--- src/rtl/lamp_shift_driver.sv ---
// Serializes the lamp vector onto a sclk/sdata/slatch chain, one frame per pattern change or after reset.
// Optional periodic refresh frames are compiled in with `define LAMP_SHIFT_REFRESH_EN.
module lamp_shift_driver #(
    parameter int MX_LP          = 16,
    parameter int CLK_DIV        = 2,
    parameter int MSB_FIRST      = 1,
    parameter int REFRESH_CYCLES = 1024
) (
    input  logic             clk,
    input  logic             rst,
    input  logic [MX_LP-1:0] lamp_in,
    output logic             sclk,
    output logic             sdata,
    output logic             slatch,
    output logic             busy,
    output logic             frame_done
);

    localparam int PW = (CLK_DIV > 1) ? $clog2(CLK_DIV) : 1;
    localparam int BW = (MX_LP > 1) ? $clog2(MX_LP) : 1;
    localparam logic [PW-1:0] PH_LAST  = PW'(CLK_DIV - 1);
    localparam logic [BW-1:0] BIT_LAST = BW'(MX_LP - 1);

    typedef enum logic [1:0] {
        S_IDLE,
        S_LOAD,
        S_SHIFT,
        S_LATCH
    } state_t;

    state_t           state_q;
    logic [MX_LP-1:0] last_sent_q;
    logic [MX_LP-1:0] shift_q;
    logic             init_pending_q;
    logic [PW-1:0]    phase_q;
    logic [BW-1:0]    bit_q;
    logic             half_q;
    logic             sclk_q;
    logic             sdata_q;
    logic             slatch_q;
    logic             busy_q;
    logic             frame_done_q;

    logic [MX_LP-1:0] shift_d;
    logic             next_bit_d;
    logic             first_bit_d;
    logic [PW-1:0]    phase_d;
    logic             refresh_due;
    logic             trigger;

    // The register always presents its next outgoing bit at the edge that feeds sdata.
    always_comb begin
        shift_d     = (MSB_FIRST != 0) ? (shift_q << 1) : (shift_q >> 1);
        next_bit_d  = (MSB_FIRST != 0) ? shift_q[MX_LP-2] : shift_q[1];
        first_bit_d = (MSB_FIRST != 0) ? lamp_in[MX_LP-1] : lamp_in[0];
        phase_d     = phase_q + PW'(1);
    end

`ifdef LAMP_SHIFT_REFRESH_EN
    localparam int RW = $clog2(REFRESH_CYCLES + 1);
    logic [RW-1:0] idle_cnt_q;

    assign refresh_due = (idle_cnt_q == RW'(REFRESH_CYCLES));

    // Counts untriggered IDLE cycles; any trigger means LOAD is next, which restarts the count.
    always_ff @(posedge clk) begin
        if (rst) begin
            idle_cnt_q <= '0;
        end else if (state_q == S_IDLE) begin
            if (trigger) begin
                idle_cnt_q <= '0;
            end else begin
                idle_cnt_q <= idle_cnt_q + RW'(1);
            end
        end
    end
`else
    assign refresh_due = 1'b0;
`endif

    assign trigger = (lamp_in != last_sent_q) || init_pending_q || refresh_due;

    always_ff @(posedge clk) begin
        if (rst) begin
            state_q        <= S_IDLE;
            last_sent_q    <= '0;
            shift_q        <= '0;
            init_pending_q <= 1'b1;
            phase_q        <= '0;
            bit_q          <= '0;
            half_q         <= 1'b0;
            sclk_q         <= 1'b0;
            sdata_q        <= 1'b0;
            slatch_q       <= 1'b0;
            busy_q         <= 1'b0;
            frame_done_q   <= 1'b0;
        end else begin
            case (state_q)
                S_IDLE: begin
                    sclk_q       <= 1'b0;
                    sdata_q      <= 1'b0;
                    slatch_q     <= 1'b0;
                    frame_done_q <= 1'b0;
                    busy_q       <= trigger;
                    if (trigger) begin
                        state_q <= S_LOAD;
                    end
                end
                S_LOAD: begin
                    shift_q        <= lamp_in;
                    last_sent_q    <= lamp_in;
                    init_pending_q <= 1'b0;
                    sdata_q        <= first_bit_d;
                    sclk_q         <= 1'b0;
                    phase_q        <= '0;
                    bit_q          <= '0;
                    half_q         <= 1'b0;
                    state_q        <= S_SHIFT;
                end
                S_SHIFT: begin
                    if (phase_q != PH_LAST) begin
                        phase_q <= phase_d;
                    end else begin
                        phase_q <= '0;
                        if (!half_q) begin
                            half_q <= 1'b1;
                            sclk_q <= 1'b1;
                        end else if (bit_q == BIT_LAST) begin
                            half_q       <= 1'b0;
                            sclk_q       <= 1'b0;
                            slatch_q     <= 1'b1;
                            frame_done_q <= (PH_LAST == '0);
                            state_q      <= S_LATCH;
                        end else begin
                            half_q  <= 1'b0;
                            sclk_q  <= 1'b0;
                            bit_q   <= bit_q + BW'(1);
                            shift_q <= shift_d;
                            sdata_q <= next_bit_d;
                        end
                    end
                end
                S_LATCH: begin
                    if (phase_q != PH_LAST) begin
                        phase_q      <= phase_d;
                        frame_done_q <= (phase_d == PH_LAST);
                    end else begin
                        phase_q      <= '0;
                        slatch_q     <= 1'b0;
                        sdata_q      <= 1'b0;
                        busy_q       <= 1'b0;
                        frame_done_q <= 1'b0;
                        state_q      <= S_IDLE;
                    end
                end
                default: begin
                    state_q <= S_IDLE;
                end
            endcase
        end
    end

    assign sclk       = sclk_q;
    assign sdata      = sdata_q;
    assign slatch     = slatch_q;
    assign busy       = busy_q;
    assign frame_done = frame_done_q;

endmodule

--- config.mk ---
export PLATFORM = sky130hd
export DESIGN_NAME = lamp_shift_driver
export DESIGN_NICKNAME = d
export VERILOG_FILES = /design/src/rtl/lamp_shift_driver.sv
export SDC_FILE = /design/constraint.sdc
export NUM_CORES = 1
export LEC_CHECK = 0
export CAP_MARGIN = 30
export CORE_MARGIN = 2
export CORE_UTILIZATION = 55
export DETAILED_ROUTE_END_ITERATION = 16
export GPL_TIMING_DRIVEN = 0
export PLACE_DENSITY = 0.78
export SYNTH_ARGS = -nofsm -noshare
export SYNTH_HDL_FRONTEND = slang
export SYNTH_SLANG_ARGS = --single-unit
export TNS_END_PERCENT = 30
--- constraint.sdc ---
create_clock -name clk -period 2.7 [get_ports clk]
set_clock_uncertainty 0.05 [all_clocks]
set_input_delay 0.81 -clock clk [delete_from_list [all_inputs] [get_ports clk]]
set_output_delay 0.81 -clock clk [all_outputs]
set_load 0.1 [all_outputs]
# Word-level counts from Yosys, hierarchy flattened
# Index checks and enable logic that the tools add are counted.
# word_totals
register_bits,45
input_bits,18
out_inout_bits,5
elab_cells,76
# op_classes
addsub,2
n_eq_ne,11
mux,34
n_reduce_logical,17
# ops
operator,n
15-bit 2-to-1 mux,3
15-bit one-hot mux with 2 select lines,1
16-bit inequality test,1
1-bit 2-to-1 mux,13
4-bit 2-to-1 mux,3
"2-bit inequality test, second input constant",6
4-bit AND reduction,3
2-bit 2-to-1 mux,5
5-bit AND reduction,2
1-bit one-hot mux with 2 select lines,4
2-bit one-hot mux with 4 select lines,1
4-bit one-hot mux with 2 select lines,1
2-bit nonzero test,4
1-bit one-hot mux with 3 select lines,2
2-bit AND reduction,3
"4-bit by 1-bit adder with 4-bit output, second input constant",1
"2-bit equality test, second input constant",2
"4-bit equality test, second input constant",1
1-bit one-hot mux with 4 select lines,1
2-bit OR reduction,2
3-bit nonzero test,1
"2-bit by 1-bit equality test with 1-bit output, second input constant",1
2-bit zero test,1
"1-bit adder, second input constant",1
1-bit logical OR,1

# Depth between registers and ports, before layout
# depth
ltp_word,5
depth_mapped,7
mapped_depth_nobuf,7

# Least setup slack after synthesis
# Ideal clock, no wire load.
# synth_timing
path_kind,input-to-reg
start,input port lamp_in[8]
end,register state_q[0]
setup_time_ns,0.127
arrival_ns,1.701
t_required_ns,2.523
path_slack_ns,0.822
cell_stages,5
n_path_buf,0
cell_sequence,xnor2_1 > nand4_1 > nor3_2 > nor2_1 > or3_1
# synth_via
elab_chain_cells,4
# synth_lines
element,line_no,text
from (decl),11,"input logic [MX_LP-1:0] lamp_in,"
16-bit inequality test,81,assign trigger = (lamp_in != last_sent_q) || init_pending_q || refresh_due;
1-bit logical OR,81,
2-bit inequality test (no source line),--,
5-bit AND reduction (no source line),--,
to (signal assigned),85,state_q <= S_IDLE;
to (signal assigned),106,state_q <= S_LOAD;
to (signal assigned),118,state_q <= S_SHIFT;
to (decl),31,state_t state_q;
# Every way passes these cells.
# A chain may end at the register's enable or synchronous reset.

# Worst setup path after layout
# layout_timing
start,register sclk_q (netlist: sclk)
end,output port sclk
# layout_rtl
element,line_no,text
from (decl),38,logic sclk_q;
from (signal assigned),92,sclk_q <= 1'b0;
from (signal assigned),100,sclk_q <= 1'b0;
from (signal assigned),114,sclk_q <= 1'b0;
to (decl),12,"output logic sclk,"
# No word-level cell between the ends.

==> flow_results.xml <==
<?xml version="1.0" encoding="UTF-8"?>
<metrics>
  <group name="sta">
    <metric name="worst_slack" unit="ps">54.6</metric>
    <metric name="normalized_max_slew_margin" unit="%">35.4</metric>
    <metric name="post-route-period-util" unit="%">98.0</metric>
    <metric name="period_minus_slack" unit="ps">2650</metric>
    <metric name="finalMaxSlewViolations" unit="">0</metric>
    <metric name="tightestPinTransition" unit="ps">966</metric>
    <metric name="setup_repair_after_global_routing_missed_its_margin" unit="">no</metric>
    <metric name="setup_tns_final" unit="ps">0</metric>
    <metric name="final_count_of_negative_setup_slack_endpoints" unit="">0</metric>
    <metric name="fmaxAchievable" unit="GHz">0.378</metric>
    <metric name="finalHoldViolations" unit="">0</metric>
  </group>
  <group name="cts">
    <metric name="cts_root_buffer" unit="">clkbuf_8</metric>
    <metric name="ctsResizeCount" unit="">0</metric>
    <metric name="clock_insertion_delay_worst_skew" unit="ps">300</metric>
    <metric name="cts_setup_buffers" unit="">0</metric>
    <metric name="number_of_levels_the_h_tree_was_split_into" unit="">2</metric>
    <metric name="cts-buffers-inserted" unit="">5</metric>
    <metric name="cts.sink_count" unit="">45</metric>
    <metric name="holdBufCountCts" unit="">0</metric>
    <metric name="cts_buffer_depth" unit="">2</metric>
    <metric name="cts.clk_slew.worst_paths" unit="ps">80</metric>
    <metric name="tritoncts" unit="">done</metric>
  </group>
  <group name="setup_path">
    <metric name="timing.critical_path.max_delay_family" unit="">buffers and inverters</metric>
    <metric name="criticalPathCategory" unit="">flip-flop to output port</metric>
    <metric name="worstSetupEndpointType" unit="">output port</metric>
    <metric name="rr_endpoint" unit="">bit_q[3]</metric>
    <metric name="worst-r2r-cell-count" unit="">7</metric>
    <metric name="critical_path.slowest_cell" unit="">clkdlybuf4s50_1</metric>
    <metric name="ff2ff_setup_slack" unit="ps">820</metric>
    <metric name="timing.critical_path.required" unit="ps">1840</metric>
    <metric name="worst-endpoint-arrival" unit="ps">1790</metric>
    <metric name="critPathBufInv" unit="">1</metric>
    <metric name="setup.worst_path.start_class" unit="">flip-flop</metric>
    <metric name="critical_path.cell_chain" unit="">clkdlybuf4s50_1</metric>
    <metric name="worstReg2RegStart" unit="">state_q[0]</metric>
    <metric name="critPathMaxStageDelay" unit="ps">1130</metric>
    <metric name="crit_fanout" unit="">3</metric>
  </group>
  <group name="run_status">
    <metric name="run_status" unit="">finished clean</metric>
  </group>
  <group name="logic_synthesis">
    <metric name="post_synth.cell_area_avg" unit="um^2">9.27</metric>
    <metric name="yosys.area.top_type" unit="">dfxtp_1</metric>
    <metric name="synth.net_count" unit="">257</metric>
    <metric name="synth.distinct_cells" unit="">39</metric>
    <metric name="synth-edff-count" unit="">0</metric>
    <metric name="synth_ff_type" unit="">dfxtp_1</metric>
    <metric name="yosys_warn_count" unit="">0</metric>
    <metric name="synth_cell_area" unit="um^2">2170</metric>
    <metric name="synth_area_leaders" unit="">dfxtp_1 42%, mux2i_1 15%, nor2_1 7.3%</metric>
    <metric name="netlist_instances" unit="">234</metric>
    <metric name="synth-seq-area-share" unit="%">41.5</metric>
    <metric name="synth-seq-cells" unit="">45</metric>
    <metric name="ys_async_sr_fraction" unit="%">0</metric>
    <metric name="synth_largest_type_area_fraction" unit="%">41.5</metric>
  </group>
  <group name="detailed_routing">
    <metric name="viasPerCell" unit="">5.54</metric>
    <metric name="drtPass1Iterations" unit="">4</metric>
    <metric name="drt-total-wl" unit="mm">4.22</metric>
    <metric name="first_iter_violations" unit="">81</metric>
    <metric name="route.antenna.remaining_nets" unit="">0</metric>
    <metric name="post_drt_wl_per_cell" unit="um">13.6</metric>
    <metric name="vias" unit="">1712</metric>
    <metric name="detail_route.drc_violations" unit="">0</metric>
  </group>
  <group name="layout">
    <metric name="fillerInstances" unit="">323</metric>
    <metric name="register_area" unit="um^2">901</metric>
    <metric name="multiInputGateArea" unit="um^2">1180</metric>
    <metric name="share_of_post_route_cells_with_drive_strength_above_1" unit="%">8.43</metric>
    <metric name="antennaDiodeCount" unit="">0</metric>
    <metric name="synthToLayoutAreaGrowth" unit="%">15.9</metric>
    <metric name="fin_nets" unit="">285</metric>
  </group>
  <group name="pwr">
    <metric name="seq_power_share" unit="%">37.1</metric>
    <metric name="power_switching" unit="mW">1.07</metric>
    <metric name="power_frac_comb" unit="%">48.1</metric>
    <metric name="power.static_leakage" unit="nW">0.913</metric>
    <metric name="pwr-share-clk" unit="%">14.8</metric>
    <metric name="internal_power" unit="mW">1.56</metric>
    <metric name="ir_worst_vdd" unit="mV">0.519</metric>
    <metric name="power.share.switching" unit="%">40.7</metric>
    <metric name="power_density" unit="nW/um^2">1050</metric>
  </group>
  <group name="worst_hold_path">
    <metric name="worst_hold_path_type" unit="">flip-flop to flip-flop</metric>
    <metric name="hold_start" unit="">shift_q[0]</metric>
    <metric name="hold_path_depth" unit="">2</metric>
    <metric name="worstHoldEndpoint" unit="">shift_q[0]</metric>
  </group>
  <group name="grt">
    <metric name="wire_length_of_the_first_global_routing_pass" unit="mm">7.16</metric>
    <metric name="antenna_found_initial" unit="">0</metric>
    <metric name="gr-total-overflow" unit="">0</metric>
    <metric name="grt_usage" unit="%">22.0</metric>
    <metric name="first_global_vias" unit="">1582</metric>
    <metric name="largest_net_degree_at_the_start_of_global_routing" unit="">13</metric>
  </group>
  <group name="floorplanning">
    <metric name="floorplan.initialDensity" unit="%">58.4</metric>
    <metric name="floorplan.die.width" unit="um">66.8</metric>
    <metric name="core.rowCount" unit="">22</metric>
    <metric name="die_footprint" unit="um^2">4460</metric>
    <metric name="die-height" unit="um">66.8</metric>
    <metric name="coreArea" unit="um^2">3720</metric>
    <metric name="floorplan.io_pins" unit="">23</metric>
  </group>
  <group name="placed_design">
    <metric name="port_buffers" unit="">21</metric>
    <metric name="detailed_placement_wirelength_estimate" unit="mm">3.09</metric>
    <metric name="gpl.final_weighted_congestion" unit="">0.846</metric>
    <metric name="place_worst_setup_slack" unit="ps">56.7</metric>
  </group>
  <group name="run">
    <metric name="drv_cap" unit="">0</metric>
  </group>
</metrics>
-- layout make-up --
cell class | count | share of cell area, %
tap | 48 | 2.39
timing repair buffer | 21 | 8.37
buffer | 13 | 2.89
clock buffer | 5 | 2.74
clock inverter | 1 | 0.199
inverter | 4 | 0.598
sequential | 45 | 35.9
multi-input combinational | 172 | 47.0
-- power by group through the flow --
stage | clock (mW) | sequential [mW] | combinational (mW)
floorplan | 0 | 1.13 | 0.862
global placement | 0 | 0.984 | 1.25
detailed placement | 0 | 0.989 | 1.27
CTS | 0.401 | 0.976 | 1.27
global route | 0.419 | 0.996 | 1.40
finish | 0.389 | 0.976 | 1.26
-- sequential cells by signal, indices dropped and copies added, names as in the netlist --
signal / count
sclk: 1
busy: 1
shift_q: 15
sdata: 1
frame_done: 1
state_q: 2
half_q: 1
bit_q: 4
slatch: 1
phase_q: 1
init_pending_q: 1
last_sent_q: 16
-- layer usage --
metal / wire length (um) / GRT usage (%) / share of wire (%)
met5: 0 / 0 / 0
met4: 101 / 12.2 / 2.4
met3: 149 / 4.05 / 3.5
met2: 1960 / 34.3 / 47
met1: 2000 / 28.6 / 47
-- Yosys cell counts, drive strengths merged, types with 5 or more instances --
| library cell | count |
|---|---|
| dfxtp | 45 |
| nor2 | 42 |
| mux2i | 32 |
| xnor2 | 16 |
| a211oi | 15 |
| nand2 | 11 |
| a21oi | 9 |
| buf | 9 |
| ha | 5 |
| nand3 | 5 |
| nor3 | 5 |
| o21ai | 5 |
-- cell usage in the layout (no fill, tap or decap), types with 2 or more instances in the layout --
| cell | synthesis | routed |
|---|---|---|
| ha_1 | 5 | 5 |
| nor2_1 | 42 | 42 |
| o211ai_1 | 2 | 2 |
| a22oi_1 | 2 | 2 |
| nand3_1 | 4 | 4 |
| clkbuf_1 | 4 | 4 |
| nand4_1 | 4 | 4 |
| nor3_1 | 4 | 4 |
| a211oi_1 | 14 | 14 |
| mux2i_1 | 32 | 32 |
| a21oi_1 | 9 | 9 |
| dfxtp_1 | 45 | 45 |
| and2_1 | 2 | 2 |
| clkbuf_8 | 0 | 5 |
| clkdlybuf4s50_1 | 0 | 21 |
| buf_2 | 4 | 4 |
| nand3b_1 | 2 | 2 |
| nand2_1 | 11 | 11 |
| xnor2_1 | 16 | 16 |
| o21ai_0 | 4 | 4 |
| inv_1 | 4 | 4 |
| nor2b_1 | 3 | 3 |
| buf_4 | 3 | 3 |
-- metrics by stage --
stage                     util [%]  cell area, um^2  power, mW  cells  hold slack [ps]
final                         67.6             2510       2.63    309              406
after global routing          67.6             2510       2.82    309              440
after CTS                     67.6             2510       2.65    309              406
after detailed placement      65.6             2440       2.25    303              398
after global placement        65.6             2440       2.23    303              391
after floorplan                  -             2170       1.99    234              372
-- how the worst max path moves through the flow --
stage               startpoint          to  slack, ps  depth (start not counted)
floorplan           lamp_in[8]  state_q[0]        820                          5
global placement    lamp_in[8]  state_q[0]        110                          6
detailed placement  lamp_in[8]  state_q[0]         60                          6
CTS                       sclk        sclk         40                          1
global route              sclk        sclk         10                          1
finish                    sclk        sclk         50                          1
-- logic make-up after synthesis --
kind of cell / after synthesis / synth area share, %
adders and majority gates: 5 / 2.89
AOI/OAI and AO/OA: 39 / 12.7
and+or+nand+nor: 79 / 17.1
buffers and inverters: 17 / 4.04
xor gates and xnor gates: 16 / 6.46
muxes: 33 / 15.3
DFF: 45 / 41.5
No activity file was read; power rests on OpenSTA's default activity.
